[config.mk]
export PLATFORM = sky130hd
export DESIGN_NAME = fuzzy_seq
export DESIGN_NICKNAME = d
export VERILOG_FILES = /design/src/rtl/fuzzy_seq.sv
export SDC_FILE = /design/constraint.sdc
export NUM_CORES = 1
export LEC_CHECK = 0
export CAP_MARGIN = 20
export CORE_MARGIN = 5
export CORE_UTILIZATION = 52
export CTS_CLUSTER_SIZE = 12
export DETAILED_ROUTE_END_ITERATION = 12
export PLACE_DENSITY = 0.78
export SLEW_MARGIN = 10
export SYNTH_ARGS = -nofsm -noshare
export SYNTH_HDL_FRONTEND = slang
export SYNTH_SLANG_ARGS = --single-unit
[constraint.sdc]
create_clock -name clk -period 8.85 [get_ports clk]
set_input_delay 1.77 -clock clk [delete_from_list [all_inputs] [get_ports clk]]
set_output_delay 1.77 -clock clk [all_outputs]
set_load 0.02 [all_outputs]
[src/rtl/fuzzy_seq.sv]
// rtl/fuzzy_seq.sv - 3x3 fuzzy rule evaluator with sequential weighted-average defuzzifier
// Build option: FUZZY_SEQ_ROUND_EN selects round-half-up division instead of truncation.
module fuzzy_seq #(
  parameter int ACC_W = 28,
  parameter int SW_W  = 20
) (
  input  logic             clk,
  input  logic             rst_n,
  input  logic             in_valid,
  output logic             in_ready,
  input  logic [15:0]      t_n,
  input  logic [15:0]      t_z,
  input  logic [15:0]      t_p,
  input  logic [15:0]      dt_n,
  input  logic [15:0]      dt_z,
  input  logic [15:0]      dt_p,
  input  logic [7:0]       g_00,
  input  logic [7:0]       g_01,
  input  logic [7:0]       g_02,
  input  logic [7:0]       g_10,
  input  logic [7:0]       g_11,
  input  logic [7:0]       g_12,
  input  logic [7:0]       g_20,
  input  logic [7:0]       g_21,
  input  logic [7:0]       g_22,
  output logic             out_valid,
  input  logic             out_ready,
  output logic [7:0]       duty,
  output logic [SW_W-1:0]  s_w,
  output logic [ACC_W-1:0] s_wg,
  output logic             zero_w,
  output logic             busy
);

  typedef enum logic [1:0] {IDLE, ACC, DIV, DONE} state_t;

  state_t             state, state_nx;
  logic [3:0]         cnt;
  logic [15:0]        t_r [3];
  logic [15:0]        dt_r [3];
  logic [6:0]         gc_r [9];
  logic [ACC_W-1:0]   rem;
  logic [7:0]         q;

  logic [1:0]         ti, dj;
  logic [3:0]         k;
  logic [15:0]        w;
  logic [22:0]        prod;
  logic [ACC_W+7:0]   div_shift;
  logic               div_bit;
  logic [7:0]         q_final;

  function automatic logic [6:0] clamp100(input logic [7:0] g);
    return (g > 8'd100) ? 7'd100 : g[6:0];
  endfunction

  // Rule k maps to (t index, dt index) = (k/3, k%3).
  always_comb begin
    ti = 2'd0;
    dj = 2'd0;
    k  = (cnt > 4'd8) ? 4'd0 : cnt;
    case (k)
      4'd1: dj = 2'd1;
      4'd2: dj = 2'd2;
      4'd3: ti = 2'd1;
      4'd4: begin ti = 2'd1; dj = 2'd1; end
      4'd5: begin ti = 2'd1; dj = 2'd2; end
      4'd6: ti = 2'd2;
      4'd7: begin ti = 2'd2; dj = 2'd1; end
      4'd8: begin ti = 2'd2; dj = 2'd2; end
      default: ;
    endcase
    w    = (t_r[ti] < dt_r[dj]) ? t_r[ti] : dt_r[dj];
    prod = w * gc_r[k];
  end

  // Restoring division: the quotient is known to fit in 8 bits, so compare against s_w << bit.
  always_comb begin
    div_shift = (ACC_W+8)'(s_w) << cnt[2:0];
    div_bit   = ((ACC_W+8)'(rem) >= div_shift);
    q_final   = {q[6:0], div_bit};
  end

  always_comb begin
    state_nx = state;
    case (state)
      IDLE: if (in_valid) state_nx = ACC;
      ACC:  if (cnt == 4'd9) state_nx = (s_w == '0) ? DONE : DIV;
      DIV:  if (cnt == 4'd0) state_nx = DONE;
      DONE: if (out_ready) state_nx = IDLE;
      default: state_nx = IDLE;
    endcase
  end

  assign in_ready  = (state == IDLE);
  assign out_valid = (state == DONE);
  assign busy      = (state == ACC) || (state == DIV);

  always_ff @(posedge clk or negedge rst_n) begin
    if (!rst_n) begin
      state  <= IDLE;
      cnt    <= '0;
      s_w    <= '0;
      s_wg   <= '0;
      rem    <= '0;
      q      <= '0;
      duty   <= '0;
      zero_w <= 1'b0;
      for (int i = 0; i < 3; i++) begin
        t_r[i]  <= '0;
        dt_r[i] <= '0;
      end
      for (int i = 0; i < 9; i++) gc_r[i] <= '0;
    end else begin
      state <= state_nx;
      case (state)
        IDLE: if (in_valid) begin
          t_r[0]  <= t_n;  t_r[1]  <= t_z;  t_r[2]  <= t_p;
          dt_r[0] <= dt_n; dt_r[1] <= dt_z; dt_r[2] <= dt_p;
          gc_r[0] <= clamp100(g_00); gc_r[1] <= clamp100(g_01); gc_r[2] <= clamp100(g_02);
          gc_r[3] <= clamp100(g_10); gc_r[4] <= clamp100(g_11); gc_r[5] <= clamp100(g_12);
          gc_r[6] <= clamp100(g_20); gc_r[7] <= clamp100(g_21); gc_r[8] <= clamp100(g_22);
          s_w    <= '0;
          s_wg   <= '0;
          duty   <= '0;
          zero_w <= 1'b0;
          q      <= '0;
          cnt    <= '0;
        end
        ACC: begin
          if (cnt != 4'd9) begin
            s_w  <= s_w + SW_W'(w);
            s_wg <= s_wg + ACC_W'(prod);
            cnt  <= cnt + 4'd1;
          end else if (s_w == '0) begin
            zero_w <= 1'b1;
            duty   <= '0;
          end else begin
`ifdef FUZZY_SEQ_ROUND_EN
            rem <= s_wg + ACC_W'(s_w >> 1);
`else
            rem <= s_wg;
`endif
            cnt <= 4'd7;
          end
        end
        DIV: begin
          if (div_bit) rem <= rem - div_shift[ACC_W-1:0];
          q <= q_final;
          if (cnt == 4'd0) duty <= (q_final > 8'd100) ? 8'd100 : q_final;
          else             cnt  <= cnt - 4'd1;
        end
        default: ;
      endcase
    end
  end

endmodule
# Word-level counts from Yosys, hierarchy flattened
# Index checks and enable logic that the tools add are counted.
# word_totals
output_inout_bits,60
elab_cells,147
regBits,257
# classes
mux,54
multipliers,1
add_sub_neg,5
shift,1
n_reduce_logical,20
magnitude_cmp,16
bitwise_logic,3
eq_ne,24
# ops
op,count
28-bit two-way mux,5
28-bit case mux with 2 select lines,2
8-bit by 7-bit > comparator with 1-bit output (second input constant),10
16-bit two-way mux,5
7-bit two-way mux,11
16-bit binary-select mux with 2-bit select,2
20-bit two-way mux,2
8-bit two-way mux,5
20-bit case mux with 2 select lines,1
28-bit by 36-bit greater-or-equal comparator with 1-bit output,1
20-bit by 3-bit left shift with 36-bit output,1
28-bit by 23-bit adder with 28-bit output,1
7-bit binary-select mux with 4-bit select,1
28-bit subtractor,1
8-bit case mux with 3 select lines,1
16-bit by 7-bit multiplier with 23-bit output,1
20-bit by 16-bit adder with 20-bit output,1
20-bit logical NOT,1
4-bit two-way mux,5
4-bit by 3-bit equality test with 1-bit output (second input constant),4
16-bit less-than comparator,1
2-bit inequality test (second input constant),8
4-bit AND reduction,4
7-bit case mux with 2 select lines,1
30 further kinds,49

# Depth between registers and ports, before layout
# Gate-level depths: netlist of run 1.
# logic_depth
depth_word,15
ltp_mapped,41
mapped_depth_nobuf,36

# Least setup slack after synthesis of run 1
# OpenSTA, ideal clock, no wires.
# synth_timing
path_type,flip-flop to flip-flop
startpoint,reg cnt[0]
endpoint,reg s_wg[26]
t_arrival_ns,8.536
required_ns,8.772
stages_incl_launch_ff,40
setup_slack_ns,0.235
period_less_slack_ns,8.615
path_buffers,5
path_cell_list,dfrtp_1 > inv_1 > clkbuf_1 > ha_1 > nand3b_1 > o21ai_0 > a32oi_1 > clkbuf_1 > clkbuf_1 > nor2_1 > a21oi_1 > inv_1 > ha_1 > a21o_1 > a21o_1 > a21oi_1 > o21ai_0 > a21o_1 > (+4 left out) > mux2_4 > nor2b_1 > fa_1 > fa_1 > fa_1 > inv_1 > fa_1 > inv_1 > ha_1 > nand3_1 > a21oi_1 > a211o_1 > o21ai_0 > a21oi_1 > a211oi_1 > o31a_1 > or3_1 > a21oi_1
# synth_between
elab_chain_len,15
word_cells_on_any_way,37
# synth_lines
element,line,text
start: declaration,38,logic [3:0] cnt;
start signal: assignment,134,cnt <= cnt + 4'd1;
start signal: assignment,151,else cnt <= cnt - 4'd1;
4-bit > comparator,61,k = (cnt > 4'd8) ? 4'd0 : cnt;
4-bit two-way mux,61,
4-bit equality test (tied with other cells),62,case (k)
3-bit OR reduction (no line),n/a,
2-bit case mux with 2 select lines,62,
2-bit NOT with 3-bit output (implied by the code),73,w = (t_r[ti] < dt_r[dj]) ? t_r[ti] : dt_r[dj];
16-bit binary-select mux with 2-bit select,73,
16-bit two-way mux (implied by the code) (2 in a row),73,
16-bit less-than comparator,73,
16-bit two-way mux,73,
16-bit by 7-bit multiplier with 23-bit output,74,prod = w * gc_r[k];
28-bit by 23-bit adder with 28-bit output,133,s_wg <= s_wg + ACC_W'(prod);
28-bit two-way mux,131,if (cnt != 4'd9) begin
28-bit case mux with 2 select lines,116,case (state)
end signal: assignment,133,
end: declaration,30,"output logic [ACC_W-1:0] s_wg,"
# Parallel ways exist; a longest one is shown, timed or not. The select of a mux whose other input is x is not followed.
# A chain may end at the register's enable or synchronous reset.

# Worst setup path in the final report of run 1
# layout_timing
startpoint,reg cnt[1]
endpoint,reg s_wg[26]
# Same word-level chain as after synthesis.

==> out/qor.txt, run 1 <==
Initial drt markers - 1,300
Initial antenna violation count - 0
Crit path capture type - register
Final Critical Period - 8.51 ns
Synth Net Count - 2,648
Max-Cap Viols - 0
CP Data Required Time - 9.34 ns
Count of different cell masters after synthesis - 74
Run status - finished, final reports clean
WL/cell - 19.8 µm
Worst-path fanout max - 19
Final setup fails - 0
Fraction of layout cells with a size suffix above 1 - 6.45%
Fillers - 3,131
Clock transition at path regs - 0.06 ns
Die width - 203 µm
Final setup skew - 0.0159 ns
First-pass GRT wire length - 93,100 µm
Boundary Pins - 232
Worst slew margin - 26.5%
Port bufs - 231
Largest net degree at the start of global routing - 160
Startpoint types - register
Period Utilization, post-route - 96.2%
Clock buffer depth - 3
Hold Buf Count CTS - 0
Routability Congestion - 0.950
Core Area - 0.0366 mm²
Final Hold Fails - 0
Hold Path Stages - 2
WP data arrival - 9.00 ns
Clk Latency, worst-skew pair - 0.57 ns
Yosys synthesis warning count - 0
Post-DP HPWL - 45,100 µm
Vias - 17,300
Post-synth ARST share - 100%
Total Nets Final - 2,855
Gr ovfl total - 0
# rows - 70
Reg2reg path depth - 34
Worst reg2reg path endpoint - s_wg[26]$_DFFE_PN0P_
Antenna Nets Post-Route - 0
Placement Setup Slack - 0.0790 ns
CTS tree - built
Number of iterations in the first detailed-routing pass - 6
Hold_sp - gc_r[41]$_DFFE_PN0P_
Hold WC Path Type - reg -> reg
Slew Viols, Final - 0
Critical Setup Path Class - reg -> reg
Root buffer cell - clkbuf_16
Non-Filler Instances - 2,965
Tightest Pin Transition - 1.10 ns
Die Span Y - 203 µm
Reg-to-reg critical path startpoint - cnt[1]$_DFFE_PN0P_
Cell Area, Synth - 0.0193 mm²
Antenna cells - 0
Yosys reg bits - 257
Placed cells - 2,907
TritonCTS sink count - 257
Synth Instances - 2,271
Vias in the first global route - 17,500
Post-Syn Area per Cell - 8.50 µm²
Vias per cell - 5.84
CP peak stage delay - 0.55 ns
EDFF count, synth - 0
Number of H-tree levels - 1
Routed Wire Length - 58,600 µm
Gr usage total - 27.9%
CP max-delay cell - fa_1
Main synth FF type - dfrtp_1
Area grow syn2layout - 20.7%
Starting density of the core - 52.7%
PnR worst setup slack - 0.339 ns
Total CTS buffers - 30
Highest clock rate - 117 MHz
Sequential area share after synthesis - 33.3%
DIE AREA - 0.0411 mm²
# DRC - 0
Worst reg-to-reg setup slack - 0.34 ns
WHS Endpoint - gc_r[41]$_DFFE_PN0P_
worst max-delay path by stage:
stage	end	slack, ns	startpoint	cells past startpoint
6_report	s_wg[26]$_DFFE_PN0P_	0.34	cnt[1]$_DFFE_PN0P_	34
5_1_grt	s_wg[26]$_DFFE_PN0P_	-0.008	cnt[1]$_DFFE_PN0P_	36
4_1_cts	s_wg[26]$_DFFE_PN0P_	0.02	cnt[1]$_DFFE_PN0P_	38
3_5_place_dp	s_wg[26]$_DFFE_PN0P_	0.08	cnt[1]$_DFFE_PN0P_	37
3_3_place_gp	s_wg[26]$_DFFE_PN0P_	0.18	cnt[1]$_DFFE_PN0P_	38
2_1_floorplan	s_wg[26]$_DFFE_PN0P_	0.24	cnt[0]$_DFFE_PN0P_	39
kinds of logic after synthesis:
family	after synthesis	synth area share, %
and+or+nand+nor	872	19.3
xor gates and xnor gates	50	2.27
AOI/OAI and AO/OA	481	15.8
DFF	257	33.3
adders and majority gates	205	16.9
buffers and inverters	305	6.07
muxes	101	6.44
layout by cell type (no fill, tap or decap), types with 7 or more instances in the layout:
cell             count
nand3b_1             8
clkbuf_16           30
a21oi_1            128
nand2_1            486
o31ai_1             14
fa_1                92
a211o_1             10
buf_4               39
o21ai_0            133
nand4_1             16
o221ai_1             7
and3_1              12
inv_1              197
nor2_1             184
ha_1               113
or3_1               10
a211oi_1            11
clkdlybuf4s50_1    230
mux2i_1             73
or2_2                9
xnor2_1             30
nor2b_1             24
mux4_2              11
nor3_1              15
nand2b_1            25
a311oi_1            12
xor2_1              20
o22ai_1             23
a31oi_1             17
a21o_1              26
a22o_1              43
dfrtp_1            255
nand3_1             61
synth_stat cells (16+ instances only):
| cell | n | area share, % |
|---|---|---|
| a211oi_1 | 16 | 0.62 |
| o22ai_1 | 23 | 0.75 |
| nand2_1 | 487 | 9.5 |
| a22o_1 | 43 | 2.0 |
| dfrtp_1 | 257 | 33 |
| nand4_1 | 16 | 0.52 |
| a31oi_1 | 19 | 0.62 |
| xor2_1 | 20 | 0.91 |
| ha_1 | 113 | 7.3 |
| fa_1 | 92 | 9.5 |
| o21ai_0 | 134 | 3.5 |
| nor2b_1 | 24 | 0.78 |
| mux2i_1 | 73 | 3.8 |
| nand3_1 | 61 | 1.6 |
| a21oi_1 | 133 | 3.4 |
| inv_1 | 197 | 3.8 |
| nor2_1 | 185 | 3.6 |
| clkbuf_1 | 82 | 1.6 |
| nor3_1 | 16 | 0.41 |
| nand2b_1 | 25 | 0.81 |
| a21o_1 | 27 | 1.1 |
| xnor2_1 | 30 | 1.4 |
through the flow:
stage,utilization (%),TNS [ns],hold WS (ns),instance area (µm²)
final,63.6,0,0.465,23300
after global routing,63.6,-0.00828,0.488,23300
after CTS,63.2,0,0.470,23200
after detailed placement,60.6,0,0.457,22200
after global placement,60.6,0,0.454,22200
after floorplan,-,0,0.438,19300
state kept, by name, summed over array words and instances, names as in the netlist:
signal / count
duty: 8
zero_w: 1
s_w: 20
rem: 28
dt_r: 48
q: 7
gc_r: 63
state: 2
cnt: 4
s_wg: 28
t_r: 48
area by class of cell:
class	count	area (µm²)	share of cell area, %
clock buffers	37	797	3.42
inverters	202	758	3.26
well taps	468	586	2.51
flip-flops and latches	257	6430	27.6
clock inverters	14	174	0.747
repair buffers	278	2750	11.8
multi-input cells	1709	11800	50.6
metal layers:
metal	GRT usage (%)	wire, µm	vias to the layer above
met2	46.2	27400	770
met3	4.62	4470	158
li1	-	-	8120
met5	0	0	-
met1	37.1	24100	8281
met4	10.6	2720	0
worst max-delay path, delay by kind of cell, from the launching register on:
kind,cells,cell delay (ns)
adders and majority gates,6,2.73
AOI/OAI and AO/OA,11,2.73
DFF,1,0.40
muxes,2,0.31
and+or+nand+nor,7,1.29
buffers and inverters,8,0.93
timing repair:
action                                  CTS  global route
gates resized for setup                   0            16
endpoints found under the setup margin    0            12
buffers inserted                          0             6
Power of run 1 is not shown: default switching activity piles up to over one toggle a cycle in this logic, so the estimate is an artifact.
==> inputs of run 2 (changes only) <==
--- a/config.mk
+++ b/config.mk
@@ -11,7 +11,7 @@
 export CTS_CLUSTER_SIZE = 12
 export DETAILED_ROUTE_END_ITERATION = 12
 export PLACE_DENSITY = 0.78
-export SLEW_MARGIN = 10
+export SLEW_MARGIN = 25
 export SYNTH_ARGS = -nofsm -noshare
 export SYNTH_HDL_FRONTEND = slang
 export SYNTH_SLANG_ARGS = --single-unit
==> run 2 against run 1 <==
Utilization about the same. Via count increased by 0.12%. Flip-flop and latch count unchanged. Final cell count unchanged. Sequential share of layout area about the same. Largest cell class unchanged.
==> out/qor.txt, run 2 (synthesis results as in run 1) <==
Run status - finished, final reports clean
Initial antenna violation count - 0 (unchanged)
# rows - 70 (unchanged)
CP Data Required Time - 9.34 ns (about the same)
Post-DP HPWL - 45,100 µm (unchanged)
Gr usage total - 27.9% (unchanged)
Final Critical Period - 8.48 ns (-0.0307 ns)
Period Utilization, post-route - 95.8% (-0.35 points)
Worst slew margin - 28.9% (+2.3 points)
Critical Path Start - cnt[1]$_DFFE_PN0P_
Root buffer cell - clkbuf_16
Area grow syn2layout - 20.6% (about the same)
Crit path capture type - register
Number of H-tree levels - 1 (unchanged)
Boundary Pins - 232 (unchanged)
Hold Buf Count CTS - 0 (unchanged)
# DRC - 0 (unchanged)
Antenna cells - 0 (unchanged)
Die Span Y - 203 µm (unchanged)
Fraction of layout cells with a size suffix above 1 - 6.45% (unchanged)
DIE AREA - 0.0411 mm² (unchanged)
CTS tree - built
WP buf/inv - 8 (unchanged)
Biggest regs - gc_r x63, dt_r x48, t_r x48
Initial drt markers - 1,322 (+1.7%)
Hold_sp - gc_r[41]$_DFFE_PN0P_
CP top delay family - adder cells
Vias per cell - 5.85 (+0.12%)
Placement Setup Slack - 0.0790 ns (unchanged)
Starting density of the core - 52.7% (unchanged)
Gr ovfl total - 0 (unchanged)
Final setup fails - 0 (unchanged)
Final Hold Fails - 0 (unchanged)
CP peak stage delay - 0.55 ns (about the same)
Final setup skew - 0.0172 ns (+0.00136 ns)
Port bufs - 231 (unchanged)
Clk Latency, worst-skew pair - 0.57 ns (about the same)
Vias - 17,300 (+0.12%)
Critical Setup Path Class - reg -> reg
WP data arrival - 8.97 ns (-0.03 ns)
Core Area - 0.0366 mm² (unchanged)
Highest clock rate - 118 MHz (+0.36%)
WL/cell - 19.7 µm (-0.24%)
Largest net degree at the start of global routing - 160 (unchanged)
Antenna Nets Post-Route - 0 (unchanged)
Number of iterations in the first detailed-routing pass - 6 (unchanged)
Commonest non-fill, non-tap cell in the layout - nand2_1
Worst-path fanout max - 19 (unchanged)
Hold WC Path Type - reg -> reg
Max-Cap Viols - 0 (unchanged)
CP max-delay cell - fa_1
Clock buffer depth - 3 (unchanged)
Routability Congestion - 0.950 (unchanged)
First-pass GRT wire length - 93,100 µm (unchanged)
Startpoint types - register
Tightest Pin Transition - 1.06 ns (-0.0345 ns)
Vias in the first global route - 17,500 (unchanged)
PnR worst setup slack - 0.369 ns (+0.0307 ns)
TritonCTS sink count - 257 (unchanged)
Reg-to-reg critical path startpoint - cnt[1]$_DFFE_PN0P_
Total CTS buffers - 30 (unchanged)
Clock transition at path regs - 0.06 ns (about the same)
Largest Register - gc_r
Commonest non-fill, non-tap cells in the layout - nand2_1, dfrtp_1, clkdlybuf4s50_1, inv_1, nor2_1
Total Nets Final - 2,855 (unchanged)
Largest register FFs - 63 (unchanged)
Slew Viols, Final - 0 (unchanged)
Die width - 203 µm (unchanged)
Routed Wire Length - 58,500 µm (-0.24%)
[run 2: final cells by class]
type / instances / area (µm²)
clock inverters: 14 / 174
fillers: 3133 / 13300
well taps: 468 / 586
multi-input cells: 1709 / 11800
flip-flops and latches: 257 / 6430
repair buffers: 278 / 2740
clock buffers: 37 / 797
inverters: 202 / 758
[run 2: layer usage]
| layer | vias to the layer above | track usage (%) | share of wire (%) |
|---|---|---|---|
| li1 | 8114 | - | - |
| met1 | 8329 | 37.1 | 42 |
| met2 | 739 | 46.2 | 46 |
| met3 | 167 | 4.62 | 7.2 |
| met4 | 0 | 10.6 | 4.8 |
| met5 | - | 0 | 0 |
[run 2: metrics by stage]
stage               cells  area (µm²)   TNS, ns  util [%]  hold WS [ns]
CTS                  2958       23200         0      63.2         0.470
finish               2965       23300         0      63.6         0.467
global route         2965       23300  -0.00828      63.6         0.488
floorplan            2271       19300         0         -         0.438
global placement     2907       22200         0      60.6         0.454
detailed placement   2907       22200         0      60.6         0.457
[run 2: worst min-delay path, cell delays in order (launching register included)]
cell and delay (ns):
dfrtp_1 0.34, nand2_1 0.05, nand2_1 0.04
[run 2: final timing paths]
check | slack (ns) | cells after the start | to
setup / recovery | 0.37 | 34 | s_wg[26]$_DFFE_PN0P_
hold / removal | 0.47 | 2 | gc_r[41]$_DFFE_PN0P_
setup reg to reg | 0.37 | 34 | s_wg[26]$_DFFE_PN0P_
hold reg to reg | 0.47 | 2 | gc_r[41]$_DFFE_PN0P_
max in group asynchronous | 6.26 | 2 | t_r[6]$_DFFE_PN0P_
min in group asynchronous | 1.22 | 1 | duty[7]$_DFFE_PN0P_
[run 2: repair_timing]
action,4_1_cts,5_1_grt
resized for setup,0,16
setup buffers,0,6
endpoints found under the setup margin,0,12
Power of run 2 is left out for the same reason.
